--- src/rtl/ram_arb_pkg.sv ---
// Shared encodings for the RAM port arbiter: FSM states, owner codes and the
// default hold limit used when RAM_ARB_HOLD_TIMEOUT_EN is defined.
package ram_arb_pkg;

  localparam logic [1:0] IDLE   = 2'd0;
  localparam logic [1:0] OWN_IF = 2'd1;
  localparam logic [1:0] OWN_DM = 2'd2;

  localparam logic OWN_SEL_IF = 1'b0;
  localparam logic OWN_SEL_DM = 1'b1;

  localparam int unsigned MAX_HOLD_DEFAULT = 16;

endpackage

--- src/rtl/rr_pick2.sv ---
// Combinational two-requester round-robin picker: on contention the requester
// opposite last_owner wins, otherwise the lone requester is picked.
module rr_pick2
  import ram_arb_pkg::*;
(
  input  logic req_if,
  input  logic req_dm,
  input  logic last_owner,
  output logic pick_valid,
  output logic pick_owner
);

  always_comb begin
    pick_valid = req_if | req_dm;
    if (req_if && req_dm) begin
      pick_owner = ~last_owner;
    end else if (req_dm) begin
      pick_owner = OWN_SEL_DM;
    end else begin
      pick_owner = OWN_SEL_IF;
    end
  end

endmodule

--- src/rtl/ram_port_arbiter.sv ---
// Burst-granular arbiter sharing one byte-wide RAM port between the fetch and
// data shims. Optional forced release after MAX_HOLD cycles: RAM_ARB_HOLD_TIMEOUT_EN.
module ram_port_arbiter
  import ram_arb_pkg::*;
#(
  parameter int ADDR_W   = 32,
  parameter int DATA_W   = 8,
  parameter int MAX_HOLD = MAX_HOLD_DEFAULT
) (
  input  logic              clk,
  input  logic              reset,
  input  logic              if_req,
  input  logic [ADDR_W-1:0] if_addr,
  output logic              if_gnt,
  input  logic              dm_req,
  input  logic              dm_we,
  input  logic [ADDR_W-1:0] dm_addr,
  input  logic [DATA_W-1:0] dm_wdata,
  output logic              dm_gnt,
  output logic              ram_en,
  output logic              ram_we,
  output logic [ADDR_W-1:0] ram_addr,
  output logic [DATA_W-1:0] ram_wdata,
  input  logic [DATA_W-1:0] ram_rdata,
  output logic [DATA_W-1:0] rdata,
  output logic              busy,
  output logic              last_owner,
`ifdef RAM_ARB_HOLD_TIMEOUT_EN
  output logic              hold_err,
`endif
  output logic [1:0]        state_dbg
);

  // Handshake: a master raises req and keeps it high for its whole burst; the
  // port is its own from the edge gnt rises until the edge req is sampled low.

  logic [1:0] state;
  logic [1:0] state_nx;
  logic       owned;
  logic       owner_done;
  logic       hold_hit;
  logic       pick_valid;
  logic       pick_owner;
  logic       grant_new;

  assign owned = (state == OWN_IF) || (state == OWN_DM);

  // The releasing owner is masked out so the picker only sees the other master.
  rr_pick2 u_pick (
    .req_if     (if_req && (state != OWN_IF)),
    .req_dm     (dm_req && (state != OWN_DM)),
    .last_owner (last_owner),
    .pick_valid (pick_valid),
    .pick_owner (pick_owner)
  );

  always_comb begin
    owner_done = 1'b0;
    case (state)
      OWN_IF:  owner_done = !if_req || hold_hit;
      OWN_DM:  owner_done = !dm_req || hold_hit;
      default: owner_done = 1'b0;
    endcase
  end

  assign grant_new = pick_valid && (!owned || owner_done);

  always_comb begin
    state_nx = state;
    if (!owned || owner_done) begin
      if (pick_valid) begin
        state_nx = (pick_owner == OWN_SEL_DM) ? OWN_DM : OWN_IF;
      end else begin
        state_nx = IDLE;
      end
    end
  end

  always_ff @(posedge clk or negedge reset) begin
    if (!reset) begin
      state      <= IDLE;
      if_gnt     <= 1'b0;
      dm_gnt     <= 1'b0;
      last_owner <= OWN_SEL_DM;
    end else begin
      state  <= state_nx;
      if_gnt <= (state_nx == OWN_IF);
      dm_gnt <= (state_nx == OWN_DM);
      if (grant_new) begin
        last_owner <= pick_owner;
      end
    end
  end

`ifdef RAM_ARB_HOLD_TIMEOUT_EN
  localparam int CNT_W = $clog2(MAX_HOLD) + 1;

  logic [CNT_W-1:0] hold_cnt;

  // hold_cnt is 0 in the first owned cycle, so the limit hits on the MAX_HOLD-th edge.
  assign hold_hit = owned && (hold_cnt == CNT_W'(MAX_HOLD - 1));

  always_ff @(posedge clk or negedge reset) begin
    if (!reset) begin
      hold_cnt <= '0;
      hold_err <= 1'b0;
    end else begin
      if (grant_new) begin
        hold_cnt <= '0;
      end else if (owned) begin
        hold_cnt <= hold_cnt + CNT_W'(1);
      end
      if (hold_hit) begin
        hold_err <= 1'b1;
      end
    end
  end
`else
  assign hold_hit = 1'b0;
`endif

  always_comb begin
    ram_en    = 1'b0;
    ram_we    = 1'b0;
    ram_addr  = '0;
    ram_wdata = '0;
    case (state)
      OWN_IF: begin
        ram_en   = 1'b1;
        ram_addr = if_addr;
      end
      OWN_DM: begin
        ram_en    = 1'b1;
        ram_we    = dm_we;
        ram_addr  = dm_addr;
        ram_wdata = dm_wdata;
      end
      default: begin
        ram_en = 1'b0;
      end
    endcase
  end

  assign rdata     = ram_rdata;
  assign busy      = if_gnt | dm_gnt;
  assign state_dbg = state;

endmodule

--- config.mk ---
export PLATFORM = sky130hd
export DESIGN_NAME = ram_port_arbiter
export DESIGN_NICKNAME = d
export VERILOG_FILES = /design/src/rtl/ram_arb_pkg.sv /design/src/rtl/rr_pick2.sv /design/src/rtl/ram_port_arbiter.sv
export SDC_FILE = /design/constraint.sdc
export NUM_CORES = 1
export LEC_CHECK = 0
export CAP_MARGIN = 40
export CORE_UTILIZATION = 22
export DETAILED_ROUTE_END_ITERATION = 12
export GPL_TIMING_DRIVEN = 0
export PLACE_DENSITY = 0.92
export SYNTH_ARGS = -nofsm -noshare
export SYNTH_HDL_FRONTEND = slang
export SYNTH_SLANG_ARGS = --single-unit
--- constraint.sdc ---
create_clock -name clk -period 2 [get_ports clk]
set_clock_uncertainty 0.15 [all_clocks]
set_input_delay 0.4 -clock clk [delete_from_list [all_inputs] [get_ports clk]]
set_output_delay 0.4 -clock clk [all_outputs]
set_load 0.005 [all_outputs]
After elaboration in Yosys (flattened, before gate mapping). Index checks and enable logic that the tools add are counted.

Equality and inequality tests: 6. Multiplexer cells: 10. Bitwise logic cells: 3. Reduce and logical (&&, ||, !) cells: 10.

Operators by type and width (count): one-hot mux 32 bit (2 select lines) (1); 2-to-1 mux 8 bit (1); 2-to-1 mux 2 bit (3); equality test 2 x 1 -> 1 bit (second input constant) (2); equality test 2 bit (second input constant) (2); logical AND 1 bit (4); 2-to-1 mux 1 bit (4); logical NOT 1 bit (3); logical OR 1 bit (2); inequality test 2 x 1 -> 1 bit (second input constant) (1); inequality test 2 bit (second input constant) (1); OR 1 bit (2); one-hot mux 1 bit (2 select lines) (1); OR reduction 2 bit (1); NOT 1 bit (1).

Register bits: 5. Input bits: 85. Output and inout port bits: 56. Logic and storage cells: 33.

Longest topological paths before layout. Gate-level depths: netlist (run 1).

Depth after elaboration: 8. Mapped depth: 7. Depth with buffers taken out: 6.

Cells and area by module. Synthesis (run 1) repeated with hierarchy kept, for this count alone.

Cells, all modules: 119. Area total of the unflattened synthesis: 850.8 µm².

By module, submodules not included: ram_port_arbiter (instances 1, cells each 117, area an instance 837.1 µm², seq. area each 126.4 µm²); rr_pick2 (instances 1, cells each 2, area an instance 13.8 µm², seq. area each 0.0 µm²).

Least setup slack after synthesis (run 1). No wires, ideal clock.

Kind: flip-flop to output port. Start point: register state[0], in the netlist state_dbg[0]. End point: output port ram_addr[0]. Arrival time: 1.382 ns. Required time: 1.450 ns. Setup slack: 0.068 ns. Stages on the path, launching flop included: 6. Path through: dfrtp_1 -> inv_1 -> ha_1 -> clkbuf_1 -> buf_1 -> nor2_1.

Cells in the longest elaborated chain, start to end: 2.

Ends and longest elaborated chain: from (decl) (RTL line ram_port_arbiter.sv:37) `logic [1:0] state;`; from (signal assigned) (RTL line ram_port_arbiter.sv:86) `state <= state_nx;`; equality test 2 bit / equality test 2 x 1 -> 1 bit (equally long branches) (RTL line ram_port_arbiter.sv:127) `case (state)`; one-hot mux 32 bit (2 select lines) * (RTL line ram_port_arbiter.sv:127); to (decl) (RTL line ram_port_arbiter.sv:22) `output logic [ADDR_W-1:0] ram_addr,`.

Mark *: on every way between the ends. The rest lies on a longest branch, timed or not.

Worst setup path in the final report (run 1).
Start point: register state[0], in the netlist state_dbg[0]. End point: output port ram_addr[4].

Same word-level chain as after synthesis.

==> results of run 1 <==
path summary, 6_finish.rpt:
| check | startpoint | endpoint | slack [ns] |
|---|---|---|---|
| worst max-delay path | state_dbg[0] | ram_addr[4] | -0.14 |
| worst min-delay path | reset | dm_gnt | 0.24 |
| worst max register to register | state_dbg[0] | state_dbg[0] | 0.27 |
| worst min register to register | last_owner | last_owner | 0.35 |
| max in group asynchronous | reset | last_owner | 1.21 |
| min in group clk | last_owner | last_owner | 0.35 |
cell usage after synthesis, types with 2 or more instances:
| cell | number | area, µm² |
|---|---|---|
| dfrtp_1 | 4 | 100 |
| inv_1 | 5 | 18.8 |
| o21ai_1 | 3 | 15.0 |
| nand2_1 | 2 | 7.51 |
| a22oi_1 | 32 | 240 |
| clkbuf_1 | 9 | 33.8 |
| and2_1 | 9 | 56.3 |
| ha_1 | 4 | 50.1 |
| a21o_1 | 2 | 15.0 |
| buf_4 | 9 | 67.6 |
| nor2b_1 | 2 | 12.5 |
| nor2_1 | 32 | 120 |
cell type report:
cell class | count | area, µm² | share of cell area (%)
Inverter | 5 | 23.8 | 0.887
Tap cell | 48 | 60.1 | 2.24
Multi-Input combinational cell | 94 | 778 | 29.0
Sequential cell | 5 | 129 | 4.81
Clock buffer | 4 | 45.0 | 1.68
Timing Repair Buffer | 159 | 1420 | 53.0
Buffer | 17 | 224 | 8.36
power by group through the flow:
stage	clock network, mW	registers (mW)	logic (mW)
floorplan	0	0.204	0.933
global placement	0	0.206	2.00
detailed placement	0	0.211	2.03
CTS	0.197	0.223	2.74
global route	0.214	0.229	3.09
finish	0.192	0.224	2.87
routing by layer:
layer | part of all wire [%] | wire (µm)
met1 | 36 | 1600
met5 | 0 | 0
met2 | 56 | 2470
met3 | 8.0 | 355
met4 | 0.50 | 22
per-stage QoR:
stage                     hold slack, ns  util, %  TNS (ns)
after global placement             0.328     60.6    -20.93
final                              0.242     73.2     -2.29
after global routing               0.254     73.2     -4.23
after CTS                          0.245     72.0     -3.24
after detailed placement           0.335     60.6    -21.00
after floorplan                  -0.0456        -         0
registers in the layout, summed over array words and instances, names as in the netlist:
name        flops
if_gnt          1
state_dbg       2
dm_gnt          1
last_owner      1
cell families (layout without fill, tap and decap cells):
| group | after synthesis | count (layout) | share of synthesized area [%] |
|---|---|---|---|
| adder cells (fa/ha/maj) | 4 | 4 | 5.97 |
| AND/OR/NAND/NOR | 50 | 50 | 28.2 |
| flip-flops | 5 | 5 | 15.1 |
| AO/OA/AOI/OAI | 40 | 40 | 36.0 |
| buffers and inverters | 24 | 185 | 14.8 |
placed cells by master, fill, tap and decap left out, types with 3 or more instances in the layout:
master / netlist / routed
clkbuf_8: 0 / 8
buf_2: 0 / 29
buf_8: 0 / 3
ha_4: 0 / 3
dlygate4sd2_1: 0 / 10
clkdlybuf4s50_1: 0 / 90
and2_1: 9 / 8
o21ai_1: 3 / 3
clkbuf_2: 0 / 3
buf_6: 0 / 11
buf_4: 9 / 20
inv_1: 5 / 3
clkbuf_16: 0 / 4
a22oi_2: 0 / 30
nor2_1: 32 / 32
critical path: stages (launching register included):
cell and delay [ns]:
dfrtp_2 0.44, buf_6 0.14, ha_4 0.20, clkbuf_16 0.16
buf_4 0.13, a22oi_2 0.12, nor2_1 0.05, buf_2 0.12
what timing repair did:
action	CTS	global route
gates resized for setup	208	16
cloned	4	0
setup endpoints to repair	42	33
pin swaps	37	31
buffers inserted	17	7
==> impl_metrics.yaml, run 1 <==
power_and_ir_drop:
  p_int_mw: 2.00
  p_per_area_mw_per_mm2: 1230
  power_frac_comb_pct: 87.4
  clkPwrFrac_pct: 5.8
  leakage_nw: 1.21
  p_switching_mw: 1.29
  vdd_drop_max_mv: 0.805
  swShare_pct: 39.3
  power_frac_seq_pct: 6.8
  fin_total_pwr_mw: 3.29
grt:
  grt_max_degree: 11
  grt_pass1_wl_mm: 6.96
  grt_pass1_vias: 1492
  use_met1_pct: 22.1
  grt_usage_pct: 21.4
  grt_busiest_layer: "met2"
  antenna_found_initial: 0
  use_met2_pct: 42.7
  use_met3_pct: 5.00
  grt-ovfl-total: 0
clock_tree:
  cts_buffers: 3
  cts_tree: "built"
  worstSkewPairLatency_ns: 0.23
  root_buffer: "clkbuf_8"
  cts_hold_buf: 0
  cts_htree_levels: 1
  numClockSinks: 5
  cts_buffer_depth: 2
  clk_pin_slew_ns: 0.04
critical_path:
  crit_type: "flip-flop to output pin"
  crit_arrival_ns: 1.59
  critPathLaunchType: "flip-flop"
  crit_path_end_kind: "output pin"
  required_ns: 1.45
  worstRegToRegCells: 5
  crit_fanout: 7
timing:
  finalWorstSetupSlack_ns: -0.139
  maxSlewViolCount: 0
  tightestPinTransition_ns: 0.286
  final-setup-viol-count: 31
  hold_viol: 0
  rsz0062_at_grt: "true"
  max-slew-margin-rel_pct: 80.9
  period_minus_slack_ns: 2.14
  fin_crit_sh_pct: 107
  max_freq_mhz: 468
place:
  dpl.cell_count: 303
  port_buffers: 132
  globalplace.congestion: 0.720
  dpl_cell_area_mm2: 0.00222
  post-place-ws_ns: -0.687
  hpwl_mm: 3.13
layout:
  nFillCells: 287
  areaGrowthSynthToFinish_pct: 220
  fin_nets: 374
  antennaDiodeCount: 0
  fin_area_mm2: 0.00268
  fin_cells: 332
  drive_gt1_share_pct: 42.6
drt:
  drc: 0
  avgRoutedWirePerCell_um: 13.4
  initialDrtViolationCount: 28
  ant_nets: 0
  via_per_inst: 4.70
  drt-total-wl_mm: 4.44
  vias: 1562
  drtPass1Iterations: 4
synthesis:
  ys.warnings.count: 0
  syn_avg_cell_area_um2: 6.82
  synth_cell_type_count: 22
  synth_async_sr_flop_share_pct: 100
  yosysSeqAreaShare_pct: 15.1
  ys_ff_latch: 5
  synth_fp_nets: 212
  synth_top_flop_cell: "dfrtp_1"
  syn_inst: 123
  synth-edff-count: 0
  synthesis.area_um2: 838
hold_path:
  min_path_type: "input port to async pin"
status:
  violations: "setup timing"
  status: "complete, but fails checks"
run:
  drv_cap: 0
die:
  fp.dieW_um: 63.7
  die-area_mm2: 0.00406
  rows: 22
  initial_utilization_pct: 22.9
  coreArea_mm2: 0.00366
  die_y_um: 63.7
  io_pins: 141
Power figures use the tool's default switching activity.
==> inputs of run 2 (changes only) <==
--- a/config.mk
+++ b/config.mk
@@ -7,6 +7,7 @@
 export LEC_CHECK = 0
 export CAP_MARGIN = 40
 export CORE_UTILIZATION = 22
+export CTS_BUF_LIST = sky130_fd_sc_hd__clkbuf_4
 export DETAILED_ROUTE_END_ITERATION = 12
 export GPL_TIMING_DRIVEN = 0
 export PLACE_DENSITY = 0.92
==> run 2 against run 1 <==
Compared with the run above: the flow still finishes with violations (setup timing); register-to-register slack lost 0.22 ns; utilization grew 2.9 points; flip-flop and latch count is the same; sequential share of layout area shrank 0.18 points; via count grew 1.0%; final area grew 3.9%; non-clock buffer count grew 6; global-route usage shrank 0.56 points; die area is the same; combinational power grew 15%; critical path type unchanged; largest cell class unchanged.
==> impl_metrics.yaml, run 2 (synthesis gave the netlist of run 1 again) <==
power_and_ir_drop:
  fin_total_pwr_mw: 3.66
  vdd_drop_max_mv: 0.739
  leakage_nw: 1.24
  p_per_area_mw_per_mm2: 1310
drt:
  vias: 1578
  ant_nets: 0
  initialDrtViolationCount: 30
  drtPass1Iterations: 4
  drt-total-wl_mm: 4.59
  drc: 0
  avgRoutedWirePerCell_um: 13.6
  via_per_inst: 4.67
timing:
  max-slew-margin-rel_pct: 80.5
  rsz0062_at_grt: "true"
  fin_crit_sh_pct: 110
  tightestPinTransition_ns: 0.291
  maxSlewViolCount: 0
  final-setup-viol-count: 33
  period_minus_slack_ns: 2.19
  max_freq_mhz: 456
  hold_viol: 0
  fin_setup_tns_ns: -4.44
  finalWorstSetupSlack_ns: -0.193
grt:
  grt_busiest_layer: "met2"
  grt_max_degree: 11
  grt_usage_pct: 20.8
  grt_pass1_wl_mm: 6.80
  use_met2_pct: 41.6
  grt-ovfl-total: 0
  grt_pass1_vias: 1457
  antenna_found_initial: 0
  use_met3_pct: 4.46
  use_met1_pct: 22.0
die:
  die-area_mm2: 0.00406
  fp.dieW_um: 63.7
  die_y_um: 63.7
  coreArea_mm2: 0.00366
  rows: 22
  initial_utilization_pct: 22.9
  io_pins: 141
critical_path:
  crit_path_end_kind: "output pin"
  required_ns: 1.45
  crit_type: "flip-flop to output pin"
  crit_fanout: 7
  critPathLaunchType: "flip-flop"
  crit_arrival_ns: 1.64
place:
  port_buffers: 132
  post-place-ws_ns: -0.687
  globalplace.congestion: 0.720
  hpwl_mm: 3.13
clock_tree:
  cts_buffer_depth: 2
  worstSkewPairLatency_ns: 0.26
  root_buffer: "clkbuf_4"
  numClockSinks: 5
  cts_tree: "built"
  cts_hold_buf: 0
  cts_htree_levels: 1
  cts_buffers: 3
  clk_pin_slew_ns: 0.05
hold_path:
  min_path_type: "input port to async pin"
layout:
  areaGrowthSynthToFinish_pct: 232
  most-common-layout-cells: "clkdlybuf4s50_1, a22oi_2, buf_2"
  layout.cells.most_common: "clkdlybuf4s50_1"
  nFillCells: 267
  drive_gt1_share_pct: 47.6
  fin_nets: 380
  antennaDiodeCount: 0
  largest_reg_flops: 2
run:
  drv_cap: 0
status:
  status: "complete, but fails checks"
  violations: "setup timing"
run 2: routing by layer:
layer	vias up	wire, µm
met4	0	55
met2	88	2520
met3	6	332
met1	720	1680
met5	-	0
li1	764	-
run 2: worst max-delay path: stages, from the launching register on:
cell       delay (ns)
dfrtp_2          0.46
buf_6            0.14
ha_4             0.19
clkbuf_16        0.16
buf_6            0.11
a22oi_2          0.13
nor2_1           0.06
buf_2            0.12
run 2: path summary, 6_finish.rpt:
path / slack (ns) / end / start / cells past startpoint
setup reg to reg: 0.05 / state_dbg[0] / state_dbg[0] / 7
hold reg to reg: 0.35 / last_owner / last_owner / 2
hold / removal: 0.20 / dm_gnt / reset / 1
setup / recovery: -0.19 / ram_addr[31] / state_dbg[0] / 7
min in group clk: 0.35 / last_owner / last_owner / 2
max in group asynchronous: 1.25 / last_owner / reset / 1
run 2: stage by stage:
step	hold slack, ns	instances	util (%)	instance area (µm²)
2_1_floorplan	-0.0456	123	-	838
3_3_place_gp	0.328	303	60.6	2220
3_5_place_dp	0.335	303	60.6	2220
4_1_cts	0.211	323	70.6	2580
5_1_grt	0.215	338	76.1	2790
6_report	0.202	338	76.1	2790
run 2: what timing repair did:
action	4_1_cts	5_1_grt
pin swaps	34	27
resized for setup	210	42
cloned	3	2
setup endpoints to repair	42	33
buffers inserted	14	14
run 2: cell type report:
class,count,area [µm²],share of cell area [%]
Buffer,17,234,8.40
Clock buffer,4,30.0,1.08
Inverter,5,23.8,0.854
Multi-Input combinational cell,94,796,28.6
Sequential cell,5,129,4.63
Tap cell,48,60.1,2.16
Timing Repair Buffer,165,1510,54.3
run 2: report_power, final:
part / switching (mW) / total [mW] / internal (mW)
clock: 0.0518 / 0.141 / 0.0896
sequential: 0.0574 / 0.221 / 0.164
combinational: 1.30 / 3.30 / 2.00
==> inputs of run 3 (changes only) <==
--- a/config.mk
+++ b/config.mk
@@ -5,12 +5,13 @@
 export SDC_FILE = /design/constraint.sdc
 export NUM_CORES = 1
 export LEC_CHECK = 0
+export ABC_CLOCK_PERIOD_IN_PS = 2000
 export CAP_MARGIN = 40
 export CORE_UTILIZATION = 22
 export CTS_BUF_LIST = sky130_fd_sc_hd__clkbuf_4
 export DETAILED_ROUTE_END_ITERATION = 12
 export GPL_TIMING_DRIVEN = 0
-export PLACE_DENSITY = 0.92
+export PLACE_DENSITY = 0.83
 export SYNTH_ARGS = -nofsm -noshare
 export SYNTH_HDL_FRONTEND = slang
 export SYNTH_SLANG_ARGS = --single-unit
==> run 3 against run 2 <==
Compared with the run above: the flow still finishes with violations (setup timing); maximum frequency up 2.4%; clock-buffer cell count did not move; sequential power shrank 4%; largest cell class unchanged; highest routed layer unchanged.
==> impl_metrics.yaml, run 3 (synthesis gave the netlist of run 1 again) <==
status:
  status: "complete, but fails checks"
  violations: "setup timing"
die:
  coreArea_mm2: 0.00366
  rows: 22
  die-area_mm2: 0.00406
  io_pins: 141
  initial_utilization_pct: 22.9
  die_y_um: 63.7
  fp.dieW_um: 63.7
clock_tree:
  cts_tree: "built"
  root_buffer: "clkbuf_4"
  numClockSinks: 5
  cts_buffers: 3
  worstSkewPairLatency_ns: 0.26
  clk_pin_slew_ns: 0.05
  cts_buffer_depth: 2
  cts_htree_levels: 1
  cts_hold_buf: 0
timing:
  max-slew-margin-rel_pct: 78.2
  max_freq_mhz: 467
  fin_crit_sh_pct: 107
  finalWorstSetupSlack_ns: -0.142
  rsz0062_at_grt: "true"
  fin_setup_tns_ns: -3.33
  tightestPinTransition_ns: 0.327
  hold_viol: 0
  maxSlewViolCount: 0
  final-setup-viol-count: 32
  period_minus_slack_ns: 2.14
drt:
  initialDrtViolationCount: 39
  drtPass1Iterations: 4
  drt-total-wl_mm: 4.55
  vias: 1550
  via_per_inst: 4.70
  ant_nets: 0
  drc: 0
  avgRoutedWirePerCell_um: 13.8
layout:
  largest_reg_flops: 2
  post-route-util_pct: 73.9
  drive_gt1_share_pct: 45.7
  layout.cells.most_common: "clkdlybuf4s50_1"
  fin_area_mm2: 0.00271
  fin_nets: 372
  areaGrowthSynthToFinish_pct: 223
  most-common-layout-cells: "clkdlybuf4s50_1, a22oi_2, buf_2"
  antennaDiodeCount: 0
grt:
  grt_usage_pct: 21.5
  antenna_found_initial: 0
  grt_pass1_vias: 1567
  grt_max_degree: 11
  grt_pass1_wl_mm: 7.05
  grt-ovfl-total: 0
power_and_ir_drop:
  fin_total_pwr_mw: 3.49
  p_per_area_mw_per_mm2: 1290
  leakage_nw: 1.20
  vdd_drop_max_mv: 0.812
critical_path:
  r2r-start: "state_dbg[1]"
  crit_arrival_ns: 1.59
  crit_type: "flip-flop to output pin"
  reg2reg_slack_ns: 0.01
  worstRegToRegCells: 7
  crit_fanout: 5
  r2r-end: "state_dbg[0]"
  required_ns: 1.45
  crit_path_end_kind: "output pin"
  critPathLaunchType: "flip-flop"
place:
  dpl_cell_area_mm2: 0.00222
  port_buffers: 132
  post-place-ws_ns: -0.711
  globalplace.congestion: 0.714
  hpwl_mm: 3.04
hold_path:
  min_path_type: "input port to async pin"
run:
  drv_cap: 0
-- run 3: how the worst max path moves through the flow --
stage,end,slack (ns),from,depth (start not counted)
5_1_grt,ram_addr[30],-0.21,state_dbg[1],8
3_3_place_gp,ram_addr[6],-0.69,state_dbg[0],6
3_5_place_dp,ram_addr[17],-0.71,state_dbg[0],6
4_1_cts,ram_addr[26],-0.20,state_dbg[1],8
6_report,ram_addr[2],-0.14,state_dbg[1],8
2_1_floorplan,ram_addr[0],0.07,state_dbg[0],5
-- run 3: through the flow --
step	instances	hold slack (ns)
after global placement	303	0.330
after CTS	323	0.232
final	330	0.214
after global routing	330	0.229
after floorplan	123	-0.0456
after detailed placement	303	0.333
-- run 3: routing by layer --
metal	GRT usage (%)	part of all wire [%]	vias to the layer above
met4	5.11	0.70	0
li1	-	-	749
met2	43.0	55	92
met3	4.64	9.0	4
met1	22.1	35	705
met5	0	0	-
-- run 3: power by group --
| part | internal, mW | leakage [nW] | switching (mW) |
|---|---|---|---|
| logic | 1.87 | 1.12 | 1.26 |
| clock network | 0.0896 | 0.0184 | 0.0511 |
| registers | 0.164 | 0.0583 | 0.0488 |
| total | 2.12 | 1.20 | 1.36 |
-- run 3: layout make-up --
| type | instances | area, µm² |
|---|---|---|
| inverters | 5 | 23.8 |
| multi-input cells | 94 | 793 |
| well taps | 48 | 60.1 |
| flip-flops and latches | 5 | 129 |
| clock buffers | 4 | 30.0 |
| fillers | 288 | 956 |
| repair buffers | 157 | 1440 |
| plain buffers | 17 | 231 |
-- run 3: critical path: stages (launching register included) --
cell and delay (ns):
dfrtp_2 0.41, buf_6 0.13, inv_4 0.04, ha_4 0.17, buf_12 0.13, clkbuf_16 0.15, a22oi_2 0.13, nor2_1 0.06
buf_2 0.12
-- run 3: repair_timing --
item                                    in CTS  in global routing
endpoints found under the hold margin        0                  0
endpoints found under the setup margin      42                 34
cloned                                       5                  1
pin swaps                                   27                 42
gates resized for setup                    210                 37
buffers inserted                            12                  7
